$ cat config.mk
export PLATFORM = sky130hd
export DESIGN_NAME = uart_tx_scheduler
export DESIGN_NICKNAME = d
export VERILOG_FILES = /design/src/rtl/uart_tx_scheduler.sv
export SDC_FILE = /design/constraint.sdc
export NUM_CORES = 1
export LEC_CHECK = 0
export ABC_AREA = 0
export BUFFER_PORTS_ARGS = -buffer_cell sky130_fd_sc_hd__buf_2
export CELL_PAD_IN_SITES_DETAIL_PLACEMENT = 2
export CELL_PAD_IN_SITES_GLOBAL_PLACEMENT = 2
export CORE_MARGIN = 2
export CORE_UTILIZATION = 30
export CTS_CLUSTER_DIAMETER = 120
export DETAILED_ROUTE_END_ITERATION = 10
export GPL_ROUTABILITY_DRIVEN = 0
export MAX_ROUTING_LAYER = met4
export PLACE_DENSITY = 0.79
export SYNTH_ARGS = -nofsm -noshare
export SYNTH_HDL_FRONTEND = slang
export SYNTH_SLANG_ARGS = --single-unit
$ cat constraint.sdc
create_clock -name clk -period 2 [get_ports clk]
set_input_delay 0.4 -clock clk [delete_from_list [all_inputs] [get_ports clk]]
set_output_delay 0.4 -clock clk [all_outputs]
set_load 0.02 [all_outputs]
$ cat src/rtl/uart_tx_scheduler.sv
// -----------------------------------------------------------------------------
// uart_tx_scheduler
//
// Shares one UART TX line among NREQ byte requesters using round-robin
// arbitration. Each granted byte is serialised as start + DBIT data bits (LSB
// first) + optional parity + stop. Bit timing comes only from the external
// 'tick' strobe: OVS ticks per start/data/parity bit, SB_TICK ticks for stop.
//
// Optional feature macro: UART_TX_PARITY_EN
//   defined   -> an even-parity bit (XOR of the byte) follows the data bits
//   undefined -> plain 8N1 framing, DATA goes straight to STOP
//
// Ports
//   clk     in   1            system clock
//   rst     in   1            asynchronous reset, active high
//   tick    in   1            one-clk baud strobe
//   req     in   NREQ         req[i]=1: requester i has a byte (hold until ack[i])
//   data    in   NREQ*DBIT    byte of requester i at data[i*DBIT +: DBIT]
//   ack     out  NREQ         one-clk pulse: byte of requester i latched
//   gnt_id  out  clog2(NREQ)  index of the current/last granted requester
//   busy    out  1            high from the clk after ack until done pulses
//   done    out  1            one-clk pulse at end of stop bit
//   tx      out  1            serial line, idle high
// -----------------------------------------------------------------------------
module uart_tx_scheduler #(
  parameter int NREQ    = 2,
  parameter int DBIT    = 8,
  parameter int OVS     = 16,
  parameter int SB_TICK = 16,
  localparam int IW     = (NREQ > 1) ? $clog2(NREQ) : 1
) (
  input  logic                 clk,
  input  logic                 rst,
  input  logic                 tick,
  input  logic [NREQ-1:0]      req,
  input  logic [NREQ*DBIT-1:0] data,
  output logic [NREQ-1:0]      ack,
  output logic [IW-1:0]        gnt_id,
  output logic                 busy,
  output logic                 done,
  output logic                 tx
);

  localparam int TMAX = (OVS > SB_TICK) ? OVS : SB_TICK;
  localparam int TW   = (TMAX > 1) ? $clog2(TMAX) : 1;
  localparam int BW   = (DBIT > 1) ? $clog2(DBIT) : 1;

`ifdef UART_TX_PARITY_EN
  typedef enum logic [2:0] {S_IDLE, S_START, S_DATA, S_PARITY, S_STOP} state_t;
`else
  typedef enum logic [2:0] {S_IDLE, S_START, S_DATA, S_STOP} state_t;
`endif

  state_t          state_reg, state_next;
  logic [TW-1:0]   tick_cnt_reg, tick_cnt_next;
  logic [BW-1:0]   bit_cnt_reg, bit_cnt_next;
  logic [DBIT-1:0] byte_reg, byte_next;
  logic [NREQ-1:0] ack_reg, ack_next;
  logic [IW-1:0]   gnt_reg, gnt_next;
  logic [IW-1:0]   rr_ptr_reg, rr_ptr_next;
  logic            busy_reg, busy_next;
  logic            done_reg, done_next;
  logic            tx_reg, tx_next;

  // Per-requester view of the flat data bus.
  logic [DBIT-1:0] req_data [NREQ];

  generate
    for (genvar gi = 0; gi < NREQ; gi++) begin : g_split
      assign req_data[gi] = data[gi*DBIT +: DBIT];
    end
  endgenerate

  // Round-robin pick: first set req at or after rr_ptr_reg, wrapping.
  // Scanning offsets from highest to lowest lets the lowest offset win.
  logic          grant_valid;
  logic [IW-1:0] grant_idx;

  always_comb begin
    grant_valid = 1'b0;
    grant_idx   = '0;
    for (int k = NREQ - 1; k >= 0; k--) begin
      int cand;
      cand = int'(rr_ptr_reg) + k;
      if (cand >= NREQ) cand = cand - NREQ;
      if (req[cand]) begin
        grant_valid = 1'b1;
        grant_idx   = IW'(cand);
      end
    end
  end

  logic last_ovs;
  logic last_sb;
  assign last_ovs = tick && (tick_cnt_reg == TW'(OVS - 1));
  assign last_sb  = tick && (tick_cnt_reg == TW'(SB_TICK - 1));

  // State register plus all registered outputs.
  always_ff @(posedge clk or posedge rst) begin
    if (rst) begin
      state_reg    <= S_IDLE;
      tick_cnt_reg <= '0;
      bit_cnt_reg  <= '0;
      byte_reg     <= '0;
      ack_reg      <= '0;
      gnt_reg      <= '0;
      rr_ptr_reg   <= '0;
      busy_reg     <= 1'b0;
      done_reg     <= 1'b0;
      tx_reg       <= 1'b1;
    end else begin
      state_reg    <= state_next;
      tick_cnt_reg <= tick_cnt_next;
      bit_cnt_reg  <= bit_cnt_next;
      byte_reg     <= byte_next;
      ack_reg      <= ack_next;
      gnt_reg      <= gnt_next;
      rr_ptr_reg   <= rr_ptr_next;
      busy_reg     <= busy_next;
      done_reg     <= done_next;
      tx_reg       <= tx_next;
    end
  end

  // Next-state and output logic. tx is registered from the current state, so
  // the line follows the FSM by one clk: tx falls on the clk after ack and
  // every bit still spans exactly OVS tick periods.
  always_comb begin
    state_next    = state_reg;
    tick_cnt_next = tick_cnt_reg;
    bit_cnt_next  = bit_cnt_reg;
    byte_next     = byte_reg;
    ack_next      = '0;
    gnt_next      = gnt_reg;
    rr_ptr_next   = rr_ptr_reg;
    busy_next     = busy_reg;
    done_next     = 1'b0;
    tx_next       = 1'b1;

    case (state_reg)
      S_IDLE: begin
        tx_next   = 1'b1;
        busy_next = 1'b0;
        // Grant needs no tick; a tick on this clk is deliberately not counted.
        if (grant_valid) begin
          byte_next           = req_data[grant_idx];
          ack_next[grant_idx] = 1'b1;
          gnt_next            = grant_idx;
          rr_ptr_next         = (grant_idx == IW'(NREQ - 1)) ? '0 : grant_idx + 1'b1;
          tick_cnt_next       = '0;
          bit_cnt_next        = '0;
          state_next          = S_START;
        end
      end

      S_START: begin
        tx_next   = 1'b0;
        busy_next = 1'b1;
        if (last_ovs) begin
          tick_cnt_next = '0;
          bit_cnt_next  = '0;
          state_next    = S_DATA;
        end else if (tick) begin
          tick_cnt_next = tick_cnt_reg + 1'b1;
        end
      end

      S_DATA: begin
        tx_next   = byte_reg[bit_cnt_reg];
        busy_next = 1'b1;
        if (last_ovs) begin
          tick_cnt_next = '0;
          if (bit_cnt_reg == BW'(DBIT - 1)) begin
`ifdef UART_TX_PARITY_EN
            state_next = S_PARITY;
`else
            state_next = S_STOP;
`endif
          end else begin
            bit_cnt_next = bit_cnt_reg + 1'b1;
          end
        end else if (tick) begin
          tick_cnt_next = tick_cnt_reg + 1'b1;
        end
      end

`ifdef UART_TX_PARITY_EN
      S_PARITY: begin
        tx_next   = ^byte_reg;
        busy_next = 1'b1;
        if (last_ovs) begin
          tick_cnt_next = '0;
          state_next    = S_STOP;
        end else if (tick) begin
          tick_cnt_next = tick_cnt_reg + 1'b1;
        end
      end
`endif

      S_STOP: begin
        tx_next   = 1'b1;
        busy_next = 1'b1;
        if (last_sb) begin
          tick_cnt_next = '0;
          done_next     = 1'b1;
          busy_next     = 1'b0;
          state_next    = S_IDLE;
        end else if (tick) begin
          tick_cnt_next = tick_cnt_reg + 1'b1;
        end
      end

      default: begin
        state_next = S_IDLE;
      end
    endcase
  end

  assign ack    = ack_reg;
  assign gnt_id = gnt_reg;
  assign busy   = busy_reg;
  assign done   = done_reg;
  assign tx     = tx_reg;

endmodule

==> results.ini, run 1 <==
[status]
run_status=finished clean

[floorplanning]
design.core.area_um2=3940
die_area_um2=4530
die_width_um=67.3
ports_placed_on_the_boundary=27
die_height_um=67.3
placement_rows=23
start_util_pct=30.5

[run]
maxCapViolCount=0

[clock_network]
clk_pin_slew_ps=90
cts_max_path_buffers=2
numCtsBuffers=3
post-cts-setup-buffers=0
worst_skew_pair.late_latency_ps=270
clock_sinks=24
tritoncts=done
clock_tree_root_buffer_cell=clkbuf_8
cts.htree.levels=1
cts.repair.resized=0
cts.hold.buffers_added=0

[power_and_ir_drop]
report.power.total_w=0.00231
maximum_vdd_ir_drop_mv=0.513
leakage_nw=0.773
internal_power_w=0.00146
power_frac_comb_pct=44.6
clock_power_share_pct=19.2
seq_power_share_pct=36.2
powerDensity_nw_per_um2=1550
power.switching_w=0.000847
switching_portion_of_total_power_pct=36.7

[timing]
finalHoldViolCount=0
fin_worst_skew_ps=3.34
setup_viol_count_final=0
timing.max_slew.rel_slack_pct=66.4
maxClockFrequency_mhz=557
grt_setup_unrepaired=no
tightest_slew_ps=498
slew_violations=0
timing.final.crit_period_ps=1800
min_period_over_period_pct=89.8
holdWs_ps=159
post_route_setup_tns_ps=0

[synth]
syn_inst=107
synth_simple_gate_area_share_pct=10.4
synth-adder-area-share_pct=7.28
synth.ff_latch_count=24
cell_type_with_the_largest_total_area_after_synthesis=dfrtp_1
synth_most_common_cell=dfrtp_1
synth.top_cells.by_area=dfrtp_1 48%, ha_1 7.3%, a22o_1 5.8%, a21o_1 5.6%, mux2i_1 5.0%
synth.mux.area_fraction_pct=9.04
dominant_combinational_cell_family_by_area_after_synthesis=compound AO/OA/AOI/OAI gates
unique_cell_type_count_in_the_yosys_netlist=27
synth_top_cell_area_share_pct=47.8
ys.warnings.count=0
yosysSeqAreaShare_pct=50.0
syn_area_per_cell_um2=11.2
synth_async_sr_flop_share_pct=100
synth_compound_gate_area_share_pct=18.8
post_synthesis_cell_area_um2=1200
synth_xor_xnor_area_share_pct=0.728
postSynth.topFlopCell=dfrtp_1
synth_commonest_cells=23 x dfrtp_1, 11 x o21ai_0, 9 x a21o_1
postSynthNetCount=135
number_of_synthesized_flops_with_an_enable_pin=0

[worst_setup_path]
crit_type=register to register
critPathMaxFanout=6
critPathLaunchType=register
worst_ep_arrival_time_ps=1960
reg2reg_from=bit_cnt_reg[0]
critPathRequiredTime_ps=2160
critical_path.startpoint=bit_cnt_reg[0]
timing.critical_path.to_type=register

[finish]
final_net_count=169
combined_area_of_the_multi_input_logic_cells_um2=557
fillerInstances=429
finish.utilization_pct=37.8
largest_register_ffs=8
register_area_um2=602
fin_cells=190
antenna_cells=0
flow.area_growth_from_synthesis_pct=23.8
post_route_cells_drive_above_1_share_pct=30.7

[routing]
route.detailed.drc=0
drtIter0Drc=22
routed_wire_length_per_instance_um=16.4
totalWireLength_mm=3.11
antenna_violating_nets_post_route=0
avgViaCountPerCell=4.93
drt_pre_antenna_iters=3
vias=937

[grt]
global_route.usage.total_pct=16.9
grt_pass1_wl_mm=5.49
globalRoute.totalOverflow=0
via_count_of_the_first_global_routing_pass=1140
antenna_violations_before_repair=0
largest_net_degree_at_the_start_of_global_routing=25

[hold_path]
min-delay-path-class=primary input to asynchronous set/reset pin

[placed_design]
hpwl_mm=2.40
buffer_ports.inserted=26
placed_cells_incl_taps=186

[area by class of cell]
type | count | area share, %
flip-flops and latches | 24 | 40.4
clock buffers | 3 | 2.77
clock inverters | 1 | 2.02
repair buffers | 31 | 11.3
well taps | 50 | 4.20
multi-input cells | 73 | 37.4
inverters | 8 | 2.02
[power groups by stage]
stage          sequential (W)  combinational, W  clock, W
2_1_floorplan        0.000855          0.000719         0
3_3_place_gp         0.000832          0.000956         0
3_5_place_dp         0.000852           0.00104         0
4_1_cts              0.000844           0.00106  0.000455
5_1_grt              0.000871           0.00117  0.000474
6_report             0.000835           0.00103  0.000442
[metal layers]
layer	GRT usage (%)	share of wire, %
met5	-	0
met4	3.06	0.67
met3	3.17	4.0
met2	31.6	55
met1	18.9	40
[placed cells by master, fill, tap and decap left out]
cell,instances
ha_1,7
dfrtp_1,23
buf_4,5
nand2b_1,1
clkbuf_8,3
xor2_1,1
nor2b_1,1
o31ai_1,1
nand2_1,8
a211oi_2,1
mux2i_1,6
a21oi_1,1
and3_4,1
o21ai_0,11
mux2_4,1
a22o_1,8
bufinv_16,1
or3b_4,1
buf_2,26
mux4_2,1
o2111ai_1,1
nor2_1,5
inv_1,8
nand3_1,4
mux2_2,1
and2b_2,1
dfstp_2,1
a21o_1,9
nand4_1,2
[worst max-delay path, stage by stage (launching register included)]
cell and delay, ps:
dfrtp_1 480, ha_1 240, ha_1 180, nand2b_1 150, o21ai_0 90, and3_4 240, mux2_4 310
[path summary, 6_finish.rpt]
| kind | slack [ps] | cells after the start | end |
|---|---|---|---|
| worst min-delay path | 160 | 3 | ack[0] |
| max in group asynchronous | 1540 | 3 | tx |
| worst min register to register | 490 | 1 | gnt_id |
| worst max register to register | 200 | 6 | bit_cnt_reg[0] |
| min in group clk | 320 | 2 | byte_reg[0] |
| worst max-delay path | 200 | 6 | bit_cnt_reg[0] |
[metrics by stage]
step | area, um^2 | setup WS (ps)
3_3_place_gp | 1420 | 294
5_1_grt | 1490 | 86.5
2_1_floorplan | 1200 | 311
4_1_cts | 1490 | 186
6_report | 1490 | 204
3_5_place_dp | 1420 | 237
[cell families after synthesis]
kind of cell               count (synthesis)
and+or+nand+nor                           24
adders and majority gates                  7
AOI/OAI and AO/OA                         32
muxes                                      9
DFF                                       24
xor gates and xnor gates                   1
buffers and inverters                     10
No activity file was read; power rests on OpenSTA's default activity.
==> run 2, diff against run 1 <==
--- a/config.mk
+++ b/config.mk
@@ -9,13 +9,14 @@
 export BUFFER_PORTS_ARGS = -buffer_cell sky130_fd_sc_hd__buf_2
 export CELL_PAD_IN_SITES_DETAIL_PLACEMENT = 2
 export CELL_PAD_IN_SITES_GLOBAL_PLACEMENT = 2
+export CORE_ASPECT_RATIO = 1.75
 export CORE_MARGIN = 2
 export CORE_UTILIZATION = 30
 export CTS_CLUSTER_DIAMETER = 120
 export DETAILED_ROUTE_END_ITERATION = 10
 export GPL_ROUTABILITY_DRIVEN = 0
 export MAX_ROUTING_LAYER = met4
-export PLACE_DENSITY = 0.79
+export PLACE_DENSITY = 0.8
 export SYNTH_ARGS = -nofsm -noshare
 export SYNTH_HDL_FRONTEND = slang
 export SYNTH_SLANG_ARGS = --single-unit
==> constraint.sdc (replaced) <==
create_clock -name clk -period 2.2 [get_ports clk]
set_input_delay 0.44 -clock clk [delete_from_list [all_inputs] [get_ports clk]]
set_output_delay 0.44 -clock clk [all_outputs]
set_load 0.02 [all_outputs]
==> results.ini, run 2 (synthesis gave the netlist of run 1 again) <==
[timing]
timing.max_slew.rel_slack_pct=68.6  ; was 66.4%
min_period_over_period_pct=87.5  ; was 89.8%
finalHoldViolCount=0  ; unchanged
fin_worst_skew_ps=5.46  ; was 3.34 ps
grt_setup_unrepaired=no  ; unchanged
post_route_setup_tns_ps=0  ; unchanged
maxClockFrequency_mhz=519  ; was 557 MHz
tightest_slew_ps=466  ; was 498 ps
slew_violations=0  ; unchanged
timing.final.crit_period_ps=1930  ; was 1800 ps
setup_viol_count_final=0  ; unchanged

[routing]
drt_pre_antenna_iters=2  ; was 3
totalWireLength_mm=3.06  ; was 3.11 mm
route.detailed.drc=0  ; unchanged
routed_wire_length_per_instance_um=16.4  ; about the same
antenna_violating_nets_post_route=0  ; unchanged
vias=984  ; was 937
drtIter0Drc=1  ; was 22
avgViaCountPerCell=5.26  ; was 4.93

[worst_setup_path]
path_buf_inv=1  ; was 0
critPathLaunchType=register  ; unchanged
peak_per_stage_delay_on_the_critical_path_ps=440  ; was 480 ps
reg2reg_from=state_reg[0]  ; was bit_cnt_reg[0]
reg_to_reg_endpoint=bit_cnt_reg[0]  ; unchanged
worst-r2r-cell-count=5  ; was 6
timing.critical_path.to_type=register  ; unchanged
regToRegSetupSlack_ps=270  ; was 200 ps
termination_of_the_worst_setup_path=bit_cnt_reg[0]  ; unchanged
crit_slowest_cell=or3b_4  ; was dfrtp_1
worst_path_dominant_cell_family=simple AND/OR/NAND/NOR gates  ; was flip-flops
crit_path_cell_trace=inv_1, ha_1, or3b_4, and3_4, mux2_4  ; was ha_1, ha_1, nand2b_1, o21ai_0, and3_4, mux2_4
worst-path-stages=5  ; was 6
worst_ep_arrival_time_ps=2080  ; was 1960 ps
critPathRequiredTime_ps=2360  ; was 2160 ps
critical_path.startpoint=state_reg[0]  ; was bit_cnt_reg[0]
critPathMaxFanout=10  ; was 6
crit_type=register to register  ; unchanged

[finish]
flow.area_growth_from_synthesis_pct=23.0  ; was 23.8%
finish.utilization_pct=38.3  ; was 37.8%
finalInstanceArea_um2=1480  ; was 1490 um^2
final_cell_mix=26 x buf_2, 23 x dfrtp_1, 11 x o21ai_0  ; unchanged
commonest_non_fill_non_tap_cell_in_the_layout=buf_2  ; unchanged
antenna_cells=0  ; unchanged
final_net_count=168  ; was 169
largest_register_ffs=8  ; unchanged
post_route_cells_drive_above_1_share_pct=30.2  ; was 30.7%

[power_and_ir_drop]
maximum_vdd_ir_drop_mv=0.696  ; was 0.513 mV
leakage_nw=0.768  ; was 0.773 nW
report.power.total_w=0.00208  ; was 0.00231 W
powerDensity_nw_per_um2=1410  ; was 1550 nW/um^2

[hold_path]
min-delay-path-class=primary input to asynchronous set/reset pin  ; unchanged

[placed_design]
hpwl_mm=2.53  ; was 2.40 mm
buffer_ports.inserted=26  ; unchanged
dpl_cell_area_um2=1410  ; was 1420 um^2

[grt]
globalRoute.totalOverflow=0  ; unchanged
via_count_of_the_first_global_routing_pass=1155  ; was 1140
global_route.usage.total_pct=16.1  ; was 16.9%
grt_pass1_wl_mm=5.42  ; was 5.49 mm
largest_net_degree_at_the_start_of_global_routing=25  ; unchanged
antenna_violations_before_repair=0  ; unchanged

[floorplanning]
die_height_um=87.8  ; was 67.3 um
die_width_um=51.9  ; was 67.3 um
die_area_um2=4550  ; was 4530 um^2
ports_placed_on_the_boundary=27  ; unchanged
placement_rows=30  ; was 23
start_util_pct=31.1  ; was 30.5%
design.core.area_um2=3870  ; was 3940 um^2

[clock_network]
worst_skew_pair.late_latency_ps=270  ; about the same
cts_max_path_buffers=2  ; unchanged
tritoncts=done  ; unchanged
cts.repair.resized=0  ; unchanged
clock_sinks=24  ; unchanged
cts.htree.levels=1  ; unchanged
clock_tree_root_buffer_cell=clkbuf_8  ; unchanged
cts.hold.buffers_added=0  ; unchanged
clk_pin_slew_ps=90  ; about the same
post-cts-setup-buffers=0  ; unchanged
numCtsBuffers=3  ; unchanged

[run]
maxCapViolCount=0  ; unchanged

[status]
run_status=finished clean  ; unchanged

-- run 2: cell count changes in the layout (fill, tap and decap cells not counted), sizes merged --
cell | previous run | this run
buf | 31 | 30
-- run 2: worst min path at each step --
stage	startpoint	depth (start not counted)	endpoint	slack, ps
2_1_floorplan	rst	1	ack[0]	450
4_1_cts	rst	3	tick_cnt_reg[0]	210
3_5_place_dp	gnt_id	1	gnt_id	480
5_1_grt	rst	3	byte_reg[1]	250
3_3_place_gp	gnt_id	1	gnt_id	460
6_report	rst	3	byte_reg[5]	200
-- run 2: worst min-delay path: stages --
cell	delay, ps
buf_2	90
inv_1	40
buf_4	300
-- run 2: metal layers --
layer / up-vias / GRT usage [%] / wire length, um
met2: 31 / 30.4 / 1800
met5: - / - / 0
met3: 6 / 2.73 / 130
met4: 0 / 4.07 / 57
met1: 500 / 16.5 / 1080
li1: 447 / - / -
-- run 2: stage by stage --
step | std cells | hold slack [ps] | worst slack [ps]
after floorplan | 107 | 450 | 511
after global placement | 183 | 460 | 394
after detailed placement | 183 | 477 | 271
after CTS | 187 | 211 | 266
after global routing | 187 | 247 | 97.4
final | 187 | 203 | 275
-- run 2: cell type report --
class	count	area, um^2
Timing Repair Buffer	30	160
Inverter	8	30.0
Tap cell	48	60.1
Multi-Input combinational cell	73	557
Sequential cell	24	602
Fill cell	418	2390
Clock buffer	3	41.3
Clock inverter	1	30.0
-- run 2: where the power goes --
part	leakage, nW	switching (W)	internal, W
Sequential	0.305	0.000137	0.000627
Combinational	0.427	0.000482	0.000448
Clock	0.0357	0.000147	0.000243
Total	0.768	0.000766	0.00132
==> run 3, diff against run 2 <==
==> config.mk (replaced) <==
export PLATFORM = sky130hd
export DESIGN_NAME = uart_tx_scheduler
export DESIGN_NICKNAME = d
export VERILOG_FILES = /design/src/rtl/uart_tx_scheduler.sv
export SDC_FILE = /design/constraint.sdc
export NUM_CORES = 1
export LEC_CHECK = 0
export ABC_AREA = 0
export BUFFER_PORTS_ARGS = -buffer_cell sky130_fd_sc_hd__buf_2
export CORE_ASPECT_RATIO = 1.75
export CORE_MARGIN = 2
export CORE_UTILIZATION = 45
export CTS_CLUSTER_DIAMETER = 120
export DETAILED_ROUTE_END_ITERATION = 10
export GPL_ROUTABILITY_DRIVEN = 0
export MAX_ROUTING_LAYER = met4
export PLACE_DENSITY = 0.78
export SYNTH_ARGS = -nofsm -noshare
export SYNTH_HDL_FRONTEND = slang
export SYNTH_SLANG_ARGS = --single-unit
==> results.ini, run 3 (synthesis gave the netlist of run 1 again) <==
[worst_setup_path]
worst_ep_arrival_time_ps=2050  ; was 2080 ps
crit_type=register to register  ; unchanged
critPathRequiredTime_ps=2370  ; was 2360 ps
timing.critical_path.to_type=register  ; unchanged
critPathMaxFanout=10  ; unchanged
critPathLaunchType=register  ; unchanged

[grt]
largest_net_degree_at_the_start_of_global_routing=25  ; unchanged
grt_pass1_wl_mm=4.23  ; was 5.42 mm
antenna_violations_before_repair=0  ; unchanged
globalRoute.totalOverflow=0  ; unchanged
via_count_of_the_first_global_routing_pass=1015  ; was 1155
global_route.usage.total_pct=18.3  ; was 16.1%

[timing]
timing.max_slew.rel_slack_pct=60.5  ; was 68.6%
timing.final.crit_period_ps=1890  ; was 1930 ps
min_period_over_period_pct=85.8  ; was 87.5%
setup_viol_count_final=0  ; unchanged
grt_setup_unrepaired=no  ; unchanged
finalHoldViolCount=0  ; unchanged
slew_violations=0  ; unchanged
post_route_setup_tns_ps=0  ; unchanged
finalWorstSetupSlack_ps=313  ; was 275 ps
fin_worst_skew_ps=3.54  ; was 5.46 ps
maxClockFrequency_mhz=530  ; was 519 MHz
tightest_slew_ps=590  ; was 466 ps

[finish]
fillerInstances=229  ; was 418
post_route_cells_drive_above_1_share_pct=29.7  ; was 30.2%
flow.area_growth_from_synthesis_pct=20.1  ; was 23.0%
combined_area_of_the_multi_input_logic_cells_um2=557  ; unchanged
register_area_um2=602  ; unchanged
largest_register_ffs=8  ; unchanged
antenna_cells=0  ; unchanged
final_net_count=167  ; was 168
final_cell_mix=26 x buf_2, 23 x dfrtp_1, 11 x o21ai_0  ; unchanged
commonest_non_fill_non_tap_cell_in_the_layout=buf_2  ; unchanged

[routing]
route.detailed.drc=0  ; unchanged
wirelength_met1_um=912  ; was 1.08 mm
avgViaCountPerCell=5.65  ; was 5.26
drt_pre_antenna_iters=4  ; was 2
wl_met3_um=104  ; was 130 um
routed_wire_length_per_instance_um=14.2  ; was 16.4 um
met2_wirelength_mm=1.28  ; was 1.80 mm
drtIter0Drc=42  ; was 1
totalWireLength_mm=2.33  ; was 3.06 mm
uppermost_layer_routed=met4  ; unchanged
antenna_violating_nets_post_route=0  ; unchanged
vias=926  ; was 984

[floorplanning]
ports_placed_on_the_boundary=27  ; unchanged
start_util_pct=47.7  ; was 31.1%
die_area_um2=3120  ; was 4550 um^2
design.core.area_um2=2520  ; was 3870 um^2
placement_rows=24  ; was 30
die_width_um=43.1  ; was 51.9 um
die_height_um=72.4  ; was 87.8 um

[clock_network]
worst_skew_pair.late_latency_ps=270  ; about the same
cts.repair.resized=0  ; unchanged
cts.hold.buffers_added=0  ; unchanged
clock_tree_root_buffer_cell=clkbuf_8  ; unchanged
cts_max_path_buffers=2  ; unchanged
clk_pin_slew_ps=90  ; about the same
tritoncts=done  ; unchanged
clock_sinks=24  ; unchanged
post-cts-setup-buffers=0  ; unchanged
cts.htree.levels=1  ; unchanged
numCtsBuffers=3  ; unchanged

[status]
run_status=finished clean  ; unchanged

[placed_design]
buffer_ports.inserted=26  ; unchanged
hpwl_mm=1.80  ; was 2.53 mm
place_worst_setup_slack_ps=362  ; was 271 ps

[hold_path]
min-delay-path-class=primary input to asynchronous set/reset pin  ; unchanged

[power_and_ir_drop]
powerDensity_nw_per_um2=1400  ; was 1410 nW/um^2
report.power.total_w=0.00202  ; was 0.00208 W
leakage_nw=0.763  ; was 0.768 nW
maximum_vdd_ir_drop_mv=0.875  ; was 0.696 mV

[run]
maxCapViolCount=0  ; unchanged

## run 3: changes by cell type in the layout (fill, tap and decap cells not counted)
cell and change:
buf_4 -1
## run 3: area by class of cell
cell class / instances / area share [%]
Inverter: 8 / 2.08
Clock inverter: 1 / 2.08
Clock buffer: 3 / 2.86
Timing Repair Buffer: 29 / 10.6
Multi-Input combinational cell: 73 / 38.5
Sequential cell: 24 / 41.6
Tap cell: 26 / 2.25
## run 3: path summary, 6_finish.rpt
kind,from,cells after the start,endpoint,slack [ps]
setup reg to reg,state_reg[0],5,state_reg[1],310
setup / recovery,state_reg[0],5,state_reg[1],310
hold / removal,rst,3,tick_cnt_reg[1],190
hold reg to reg,gnt_id,1,gnt_id,490
min in group clk,data[14],2,byte_reg[6],360
max in group asynchronous,rst,3,tx,1720
## run 3: layer usage
layer | up-vias | global-route usage, %
met2 | 38 | 32.8
met5 | - | -
li1 | 443 | -
met1 | 439 | 19.2
met4 | 0 | 8.42
met3 | 6 | 2.24
## run 3: stage by stage
stage / hold slack (ps) / area, um^2 / util, % / instances
after detailed placement: 471 / 1370 / 54.5 / 160
after floorplan: 450 / 1200 / - / 107
after global placement: 463 / 1370 / 54.5 / 160
after CTS: 197 / 1450 / 57.3 / 164
after global routing: 228 / 1450 / 57.3 / 164
final: 189 / 1450 / 57.3 / 164
## run 3: worst max-delay path, stage by stage (launching register included)
cell and delay [ps]:
dfrtp_1 420, inv_1 120, ha_1 320, or3b_4 430, nand4_1 140, mux2_2 350
## run 3: report_power, final
part           internal (W)  switching, W  total [W]
clock              0.000244      0.000150   0.000393
sequential         0.000626      0.000128   0.000754
combinational      0.000436      0.000434   0.000870
